--- config.mk ---
export PLATFORM = sky130hd
export DESIGN_NAME = freqdiv_ctrl
export DESIGN_NICKNAME = d
export VERILOG_FILES = /design/src/rtl/freqdiv_ctrl.sv
export SDC_FILE = /design/constraint.sdc
export NUM_CORES = 1
export LEC_CHECK = 0
export CAP_MARGIN = 10
export CORE_MARGIN = 2
export CORE_UTILIZATION = 57
export CTS_BUF_LIST = sky130_fd_sc_hd__clkbuf_4 sky130_fd_sc_hd__clkbuf_8 sky130_fd_sc_hd__clkbuf_16
export DETAILED_ROUTE_END_ITERATION = 6
export PLACE_DENSITY = 0.92
export SETUP_SLACK_MARGIN = 0.4
export SYNTH_ARGS = -nofsm -noshare
export SYNTH_HDL_FRONTEND = slang
export SYNTH_SLANG_ARGS = --single-unit
--- constraint.sdc ---
create_clock -name clock_in -period 5.4 [get_ports clock_in]
set_input_delay 0.54 -clock clock_in [delete_from_list [all_inputs] [get_ports clock_in]]
set_output_delay 0.54 -clock clock_in [all_outputs]
set_load 0.03 [all_outputs]
--- src/rtl/freqdiv_ctrl.sv ---
// Run-time reconfigurable integer clock divider with a divisor-update
// controller. New divisors are accepted over valid/ready and applied only
// at a period boundary. `locked` is held low until enough full periods
// have run at the new ratio.
module freqdiv_ctrl #(
    parameter int unsigned CNT_W          = 28,
    parameter int unsigned DIV_DEFAULT    = 15,
    parameter int unsigned SETTLE_PERIODS = 4
) (
    input  logic             clock_in,
    input  logic             reset,
    input  logic [CNT_W-1:0] div_in,
    input  logic             div_valid,
    output logic             div_ready,
    output logic             clock_out,
    output logic             period_tick,
    output logic             locked,
    output logic [CNT_W-1:0] div_active,
    output logic             err_bad_div
);

    localparam int unsigned SET_W = (SETTLE_PERIODS > 1) ? $clog2(SETTLE_PERIODS) : 1;
    localparam logic [SET_W-1:0] SET_LAST = SET_W'(SETTLE_PERIODS - 1);
    localparam logic [CNT_W-1:0] DIV_RST  = CNT_W'(DIV_DEFAULT);

    typedef enum logic [1:0] {
        RUN     = 2'd0,
        PENDING = 2'd1,
        SETTLE  = 2'd2
    } state_t;

    state_t             state, state_n;
    logic [CNT_W-1:0]   counter;
    logic [CNT_W-1:0]   shadow, shadow_n;
    logic [CNT_W-1:0]   div_n;
    logic [SET_W-1:0]   settle_cnt, settle_n;
    logic               skip_tick, skip_n;
    logic               locked_n;
    logic               err_n;
    logic               wrap;

    // Terminal count of the current period
    assign wrap = (counter >= (div_active - CNT_W'(1)));

    // Requests are only taken while running at a stable ratio
    assign div_ready = (state == RUN);

    // Divide counter and the registered clock/tick outputs
    always_ff @(posedge clock_in) begin
        if (reset) begin
            counter     <= '0;
            clock_out   <= 1'b0;
            period_tick <= 1'b0;
        end else begin
            counter     <= wrap ? '0 : counter + CNT_W'(1);
            clock_out   <= (counter < (div_active >> 1));
            period_tick <= wrap;
        end
    end

    // Controller state register
    always_ff @(posedge clock_in) begin
        if (reset) begin
            state       <= SETTLE;
            shadow      <= DIV_RST;
            div_active  <= DIV_RST;
            settle_cnt  <= '0;
            skip_tick   <= 1'b0;
            locked      <= 1'b0;
            err_bad_div <= 1'b0;
        end else begin
            state       <= state_n;
            shadow      <= shadow_n;
            div_active  <= div_n;
            settle_cnt  <= settle_n;
            skip_tick   <= skip_n;
            locked      <= locked_n;
            err_bad_div <= err_n;
        end
    end

    // Next-state logic: accept, swap at boundary, count settling periods.
    // skip_tick masks the tick produced by the swap edge itself so that
    // only full periods at the new divisor count toward settling.
    always_comb begin
        state_n  = state;
        shadow_n = shadow;
        div_n    = div_active;
        settle_n = settle_cnt;
        skip_n   = 1'b0;
        locked_n = locked;
        err_n    = 1'b0;
        case (state)
            RUN: begin
                if (div_valid) begin
                    if (div_in < CNT_W'(2)) begin
                        err_n = 1'b1;
                    end else begin
                        shadow_n = div_in;
                        state_n  = PENDING;
                        locked_n = 1'b0;
                    end
                end
            end
            PENDING: begin
                if (wrap) begin
                    div_n    = shadow;
                    settle_n = '0;
                    skip_n   = 1'b1;
                    state_n  = SETTLE;
                end
            end
            SETTLE: begin
                if (period_tick && !skip_tick) begin
                    if (settle_cnt == SET_LAST) begin
                        state_n  = RUN;
                        locked_n = 1'b1;
                        settle_n = '0;
                    end else begin
                        settle_n = settle_cnt + SET_W'(1);
                    end
                end
            end
            default: begin
                state_n = SETTLE;
            end
        endcase
    end

endmodule
==> results.tsv, run 1 <==
metric	value	unit
cap_violations	0	
cp_top_family	simple AND/OR/NAND/NOR gates	
clkSinkCount	93	
drt_wl_total	12.9	mm
synth_fp_nets	707	
cts_tree	done	
drive_gt1_share	4.85	%
antenna_found_initial	0	
drtIter0Drc	302	
ys_seq_area_share	34.6	%
fmax	232	MHz
start_kind	flop	
critical_path_class	reg -> reg	
min_period_over_period	79.7	%
synthTopCellsByArea	dfxtp_1 (35%), ha_1 (13%), mux2i_1 (10%), xnor2_1 (6.8%), nor2_1 (5.9%)	
synth_most_common_cell	dfxtp_1	
r2r_cells	13	
drt_first_pass_iters	5	
die-height	101	microns
io_buffers	63	
post_cts_buffers	0	
avgRoutedWirePerCell	16.3	microns
hold_class	reg -> reg	
cp.required	5.62	ns
rrSetupSlack	1.10	ns
fp.dieArea	10200	sq um
grt_max_degree	56	
cts_inserted_buffers	9	
areaGrowthSynthToFinish	16.5	%
synth_top_area_cell	dfxtp_1	
clk_pin_slew	0.10	ns
grt_pass1_vias	4562	
p_leak	0.00280	uW
cp_slowest_cell	a211o_1	
dp_hpwl	9.60	mm
slowest_delay	0.78	ns
cts_hold_buf	0	
ys_ff_latch	93	
yosys_warnings	0	
boundaryPins	64	
gp_congestion	0.960	
clk_latency	0.36	ns
cp_num_cells	13	
vdd_ir_drop_max	0.149	mV
rr_endpoint	counter[2]	
reg2reg_from	div_active[1]	
num_vias	4647	
ys_async_sr_fraction	0	%
finClkSkew	0.00977	ns
synthFlopType	dfxtp_1	
crit_arrival	4.53	ns
finalHoldViolCount	0	
min_path_cells	2	
syn_area_per_cell	8.70	sq um
grt_pass1_wl	21.5	mm
route.detailed.drc	0	
final.min_clock_period	4.30	ns
ys_types	51	
finalSetupViolCount	0	
p_per_area	191	nW/um^2
crit_top_cell	ha_1	
min_from	shadow[12]	
ant_nets	0	
clockBufferDepth	2	
h-tree-depth	3	
ctsResizeCount	0	
crit_buf_inv	1	
critPathLaunch	div_active[1]	
setup_tns	0	ns
fin_nets	763	
rsz0062_at_grt	false	
ys_top_cells_by_count	dfxtp_1 (93), nor2_1 (84), nand2_1 (76), ha_1 (57), mux2i_1 (56)	
cp_cell_sequence	inv_1, ha_1, or4b_4, nor2b_2, nand3_1, or4_4, nor3_1, xnor2_1, ha_1, nand4_1, nor4_1, a211o_1, nor2_1	
gr-usage-all-layers	26.2	%
synth_top_area_share	34.6	%
status	finished, final reports clean	
cp_max_fo	27	
cts-root-buf	clkbuf_8	
num_antenna_cells	0	
report.final.slew_viol_count	0	
die_x	101	microns
netlist_area	5390	sq um
coreArea	9200	sq um
synth_edf_count	0	
start_util	58.6	%
netlist_instances	619	
worst_hold_slack	0.462	ns
power	1200	uW
vias_per_cell	5.87	
row_count	35	
worst_slew_pin_slew	1.12	ns
gr-total-overflow	0	
relSlewSlack	24.5	%
worstSetupEndpoint	counter[2]	
endpoint_kind	flop	
[layout by cell type (no fill, tap or decap), drive strengths merged, types with 2 or more instances in the layout]
cell / synthesis / layout
ha: 57 / 57
nand2b: 6 / 6
nor3: 12 / 12
o21ai: 11 / 11
a211oi: 2 / 2
o2111ai: 2 / 2
and3: 10 / 10
a41o: 2 / 2
buf: 10 / 2
nand2: 76 / 76
nor2b: 5 / 5
nor4: 13 / 13
or4: 7 / 7
mux2i: 56 / 56
xnor2: 42 / 42
clkinvlp: 0 / 3
clkdlybuf4s50: 0 / 63
clkbuf: 10 / 10
nand4: 17 / 17
a21o: 5 / 5
a21oi: 23 / 23
nor3b: 2 / 2
nor2: 85 / 85
inv: 34 / 37
nand3: 14 / 14
dfxtp: 93 / 93
a22oi: 2 / 2
xor2: 10 / 10
[cell type report]
class	count	area [sq um]
multi-input cells	472	3310
fillers	681	2920
flip-flops and latches	93	1860
repair buffers	65	646
well taps	111	139
clock buffers	10	138
inverters	34	128
clock inverters	6	51.3
[registers in the layout, indices dropped and copies added (netlist names)]
signal / flops
div_active: 28
shadow: 28
settle_cnt: 2
skip_tick: 1
clock_out: 1
period_tick: 1
err_bad_div: 1
state: 2
locked: 1
counter: 28
[stage by stage]
stage / util (%) / std cells / instance area [sq um] / worst slack [ns]
3_3_place_gp: 66.2 / 775 / 6090 / 1.40
6_report: 68.2 / 791 / 6280 / 1.10
3_5_place_dp: 66.2 / 775 / 6090 / 1.13
5_1_grt: 68.2 / 791 / 6280 / 0.816
2_1_floorplan: - / 619 / 5390 / 1.51
4_1_cts: 68.2 / 791 / 6280 / 1.11
[cell families after synthesis]
group,after synthesis,synth area share (%)
and+or+nand+nor,252,22.8
DFF,93,34.6
adders and majority gates,57,13.2
muxes,56,10.4
AOI/OAI and AO/OA,55,6.41
buffers and inverters,54,4.09
xor gates and xnor gates,52,8.46
[worst min path at each step]
stage                                end  slack, ns
final                     div_active[12]       0.46
after global routing      div_active[23]       0.48
after CTS                 div_active[12]       0.46
after detailed placement  div_active[23]       0.45
after global placement     div_active[6]       0.44
after floorplan           div_active[10]       0.43
[worst register-to-register path, cell delays in order (launching register included)]
cell     delay, ns
dfxtp_1       0.37
inv_1         0.08
ha_1          0.20
or4b_4        0.50
nor2b_2       0.25
nand3_1       0.14
or4_4         0.46
nor3_1        0.22
xnor2_1       0.10
ha_1          0.28
nand4_1       0.17
nor4_1        0.48
a211o_1       0.78
nor2_1        0.13
[report_power, final]
part           total [uW]  leakage [uW]  internal (uW)  switching [uW]
Clock                 452     0.0000875            187             266
Sequential            691      0.000750            688            3.31
Combinational        52.8       0.00196           26.6            26.2
[routing by layer]
| metal | vias to the layer above | wire length [microns] | share of wire (%) | track usage [%] |
|---|---|---|---|---|
| li1 | 2248 | - | - | - |
| met1 | 2187 | 5420 | 42 | 34.1 |
| met3 | 32 | 806 | 6.3 | 3.17 |
| met4 | 0 | 346 | 2.7 | 11.2 |
| met2 | 180 | 6280 | 49 | 43.8 |
| met5 | - | 0 | 0 | 0 |
Note: power is estimated with default switching activity, not from simulation.
==> run 2, diff against run 1 <==
clock period = 4.5 ns   (was 5.4 ns; I/O delays follow)
==> results.tsv, run 2 (synthesized netlist as in run 1, its figures left out) <==
metric	value	unit	change
clk_latency	0.38	ns	+0.02 ns
rsz0062_at_grt	true		
die_x	101	microns	unchanged
cp_max_fo	12		-56%
num_vias	4954		+6.6%
drt_wl_total	14.8	mm	+15%
worst_slew_pin_slew	1.17	ns	+0.0431 ns
cts_inserted_buffers	9		unchanged
vias_per_cell	6.18		+5.3%
dp_hpwl	9.74	mm	+1.4%
mostFrequentLayoutCells	dfxtp_1 (90), nor2_1 (83), nand2_1 (76)		
coreArea	9200	sq um	unchanged
final_common_cell	dfxtp_1		
cts_hold_buf	0		unchanged
status	finished, final reports clean		
critical_path_class	reg -> reg		
cts-root-buf	clkbuf_8		
ant_nets	0		unchanged
clockBufferDepth	2		unchanged
drt_first_pass_iters	7		+2
antenna_found_initial	0		unchanged
fin_nets	773		+1.3%
finalHoldViolCount	0		unchanged
relSlewSlack	21.3	%	-3.2 points
final.min_clock_period	4.31	ns	+0.00826 ns
start_util	58.6	%	unchanged
drtIter0Drc	402		+33%
cp.required	4.80	ns	-0.82 ns
gr-usage-all-layers	27.3	%	+1.1 points
power	1490	uW	+25%
boundaryPins	64		unchanged
p_leak	0.00287	uW	+2.6%
die-height	101	microns	unchanged
route.detailed.drc	0		unchanged
finalSetupViolCount	0		unchanged
start_kind	flop		
p_per_area	231	nW/um^2	+21%
gr-total-overflow	0		unchanged
fp.dieArea	10200	sq um	unchanged
gp_congestion	0.937		-2.4%
row_count	35		unchanged
grt_pass1_wl	22.2	mm	+3.2%
num_antenna_cells	0		unchanged
endpoint_kind	flop		
pre_cts_slack	0.288	ns	-0.843 ns
cts_tree	done		
drive_gt1_share	8.12	%	+3.3 points
fin_ws	0.187	ns	-0.908 ns
cap_violations	0		unchanged
h-tree-depth	3		unchanged
vdd_ir_drop_max	0.250	mV	+68%
rrSetupSlack	0.19	ns	-0.91 ns
clk_pin_slew	0.10	ns	about the same
report.final.slew_viol_count	0		unchanged
avgRoutedWirePerCell	18.5	microns	+14%
areaGrowthSynthToFinish	20.2	%	
finClkSkew	0.00629	ns	-0.00347 ns
grt_pass1_vias	4669		+2.3%
clkSinkCount	93		unchanged
io_buffers	63		unchanged
hold_class	reg -> reg		
crit_arrival	4.61	ns	+0.08 ns
grt_max_degree	56		unchanged
min_period_over_period	95.8	%	+16 points
setup_tns	0	ns	unchanged
top_regs	counter x28, div_active x28, shadow x28		
fmax	232	MHz	-0.19%
## run 2: power by group
| part | total, uW | internal (uW) | switching, uW |
|---|---|---|---|
| sequential | 828 | 825 | 3.88 |
| combinational | 65.4 | 32.9 | 32.5 |
| clock | 598 | 285 | 313 |
| total | 1490 | 1140 | 349 |
## run 2: worst paths after layout
path	cells past startpoint	to	start
min reg2reg	2	div_active[26]	shadow[26]
min	2	div_active[26]	shadow[26]
max	13	div_active[24]	div_active[1]
max reg2reg	13	div_active[24]	div_active[1]
## run 2: area by class of cell
class,instances,area [sq um]
clock buffer,11,145
timing repair buffer,75,728
clock inverter,5,66.3
multi-input combinational,472,3390
inverter,34,130
tap,111,139
sequential,93,1870
fill,616,2730
## run 2: what timing repair did
action | 4_1_cts | 5_1_grt
gates resized for setup | 1 | 23
pin swaps | 1 | 6
cloned | 0 | 1
setup endpoints to repair | 25 | 48
setup buffers | 2 | 4
## run 2: routing by layer
| metal | global-route usage (%) | share of wire (%) |
|---|---|---|
| met2 | 47.4 | 48 |
| met3 | 5.24 | 8.6 |
| met5 | 0 | 0 |
| met4 | 10.7 | 4.3 |
| met1 | 33.3 | 39 |
## run 2: critical path, cell delays in order, from the launching register on
cell	delay, ns
dfxtp_4	0.38
nor3_1	0.31
and3_1	0.38
nand2_1	0.17
or4_2	0.69
xnor2_1	0.21
ha_1	0.29
a21oi_1	0.25
o21ai_0	0.21
a22oi_1	0.26
o2111ai_2	0.18
a22oi_2	0.43
buf_6	0.25
mux2i_1	0.22
## run 2: per-stage QoR
step	cell area [sq um]	hold WS [ns]	utilization, %	cells
after floorplan	5390	0.434	-	619
after global placement	6110	0.446	66.4	778
after detailed placement	6110	0.453	66.4	778
after CTS	6340	0.467	69.0	796
after global routing	6470	0.480	70.4	801
final	6470	0.466	70.4	801
==> run 3, diff against run 2 <==
GPL_ROUTABILITY_DRIVEN = 0   (was default)
==> results.tsv, run 3 (synthesized netlist as in run 1, its figures left out) <==
metric	value	unit	change
num_vias	5293		+6.8%
areaGrowthSynthToFinish	24.1	%	
cts_inserted_buffers	9		unchanged
fmax	232	MHz	about the same
power_frac_comb	4.3	%	about the same
setup_tns	0	ns	unchanged
hold_class	reg -> reg		
antenna_found_initial	0		unchanged
gr-total-overflow	0		unchanged
clk_latency	0.38	ns	about the same
placed_area	6110	sq um	about the same
grt_pass1_vias	4865		+4.2%
fp.dieArea	10200	sq um	unchanged
crit_arrival	4.60	ns	about the same
clk_pin_slew	0.10	ns	about the same
drtIter0Drc	691		+72%
final.min_clock_period	4.31	ns	-0.00287 ns
vdd_ir_drop_max	0.169	mV	-33%
grt_max_degree	56		unchanged
pwr-share-seq	53.6	%	-1.9 points
grt_pass1_wl	23.4	mm	+5.7%
dp_hpwl	9.83	mm	+0.92%
finalSetupViolCount	0		unchanged
worst_slew_pin_slew	1.18	ns	+0.0144 ns
cts-root-buf	clkbuf_8		
gr-usage-all-layers	29.2	%	+1.9 points
report.final.slew_viol_count	0		unchanged
p_per_area	231	nW/um^2	+0.16%
clkSinkCount	93		unchanged
relSlewSlack	20.4	%	-0.97 points
drive_gt1_share	10.6	%	+2.5 points
min_path_cells	2		unchanged
p_int	1170	uW	+2.7%
coreArea	9200	sq um	unchanged
cp_max_fo	7		-5
p_leak	0.00298	uW	+3.8%
row_count	35		unchanged
start_kind	flop		
finalHoldViolCount	0		unchanged
drt_wl_total	17.6	mm	+19%
status	finished, final reports clean		
final_common_cell	dfxtp_1		
switching_share	24.0	%	+0.57 points
endpoint_kind	flop		
fin_area	6690	sq um	+3.3%
critical_path_class	reg -> reg		
r2r_cells	16		+3
avgRoutedWirePerCell	21.7	microns	+17%
start_util	58.6	%	unchanged
drt_first_pass_iters	6		-1
io_buffers	63		unchanged
clockBufferDepth	2		unchanged
die-height	101	microns	unchanged
ant_nets	0		unchanged
min_period_over_period	95.8	%	about the same
power.share.clock	42.1	%	+2.0 points
cts_tree	done		
boundaryPins	64		unchanged
finClkSkew	0.0188	ns	+0.0125 ns
h-tree-depth	3		unchanged
switching_power	370	uW	+6.0%
mostFrequentLayoutCells	dfxtp_1 (87), nor2_1 (82), nand2_1 (76)		
die_x	101	microns	unchanged
route.detailed.drc	0		unchanged
fin_nets	784		+1.4%
cp.required	4.79	ns	about the same
top_regs	counter x28, div_active x28, shadow x28		
vias_per_cell	6.53		+5.5%
cap_violations	0		unchanged
num_antenna_cells	0		unchanged
rsz0062_at_grt	true		
## run 3: cell count changes in the layout (fill, tap and decap cells not counted), moves of 2 or more
cell,delta
buf_4,+7
clkbuf_16,+2
clkbuf_4,-2
clkinv_4,+2
dfxtp_1,-3
dfxtp_4,+2
mux2i_1,-2
## run 3: power groups by stage
stage	Clock, uW	Sequential, uW	Combinational, uW
floorplan	0	848	24.6
global placement	0	848	62.7
detailed placement	0	848	64.5
CTS	633	829	64.9
global route	680	828	71.0
finish	649	827	67.0
## run 3: layout make-up
class | count | area [sq um]
clock inverter | 6 | 97.6
fill | 538 | 2510
timing repair buffer | 86 | 882
tap | 111 | 139
sequential | 93 | 1880
multi-input combinational | 472 | 3440
clock buffer | 9 | 124
inverter | 34 | 130
## run 3: layer usage
layer	wire length, microns	vias up	global-route usage (%)
met5	0	-	0
met4	1320	0	17.5
met3	1730	131	5.04
met2	8320	441	49.5
met1	6220	2421	34.6
li1	-	2300	-
## run 3: stage by stage
stage	std cells	hold WS, ns	total power, uW	util (%)	setup WS [ns]
after CTS	792	0.464	1530	69.3	0.407
after detailed placement	776	0.449	913	66.4	0.390
after global routing	811	0.503	1580	72.7	0.0240
after global placement	776	0.442	911	66.4	0.619
final	811	0.463	1540	72.7	0.190
after floorplan	619	0.434	873	-	0.609
## run 3: timing repair
action | in CTS | in global routing
hold endpoints to repair | 0 | 0
pin swaps | 1 | 8
endpoints found under the setup margin | 32 | 62
resized for setup | 3 | 35
setup buffers | 0 | 17
hold buffers | 0 | 0
cloned | 1 | 2
## run 3: worst paths after layout
kind | from | end | slack [ns]
setup reg to reg | div_active[5] | div_active[3] | 0.19
setup / recovery | div_active[5] | div_active[3] | 0.19
hold reg to reg | shadow[25] | div_active[25] | 0.46
hold / removal | shadow[25] | div_active[25] | 0.46
## run 3: worst max-delay path, cell delays in order (launching register included)
cell and delay (ns):
dfxtp_1 0.42, nor3_1 0.59, nor2b_4 0.34, nand3_2 0.14, or4_4 0.56, nor2_4 0.11, xnor2_1 0.16, ha_1 0.30
nand4_1 0.12, buf_6 0.15, nor2_4 0.05, a22oi_2 0.22, o2111ai_2 0.18, a22oi_2 0.30, buf_6 0.17, clkbuf_16 0.16
mux2i_1 0.24
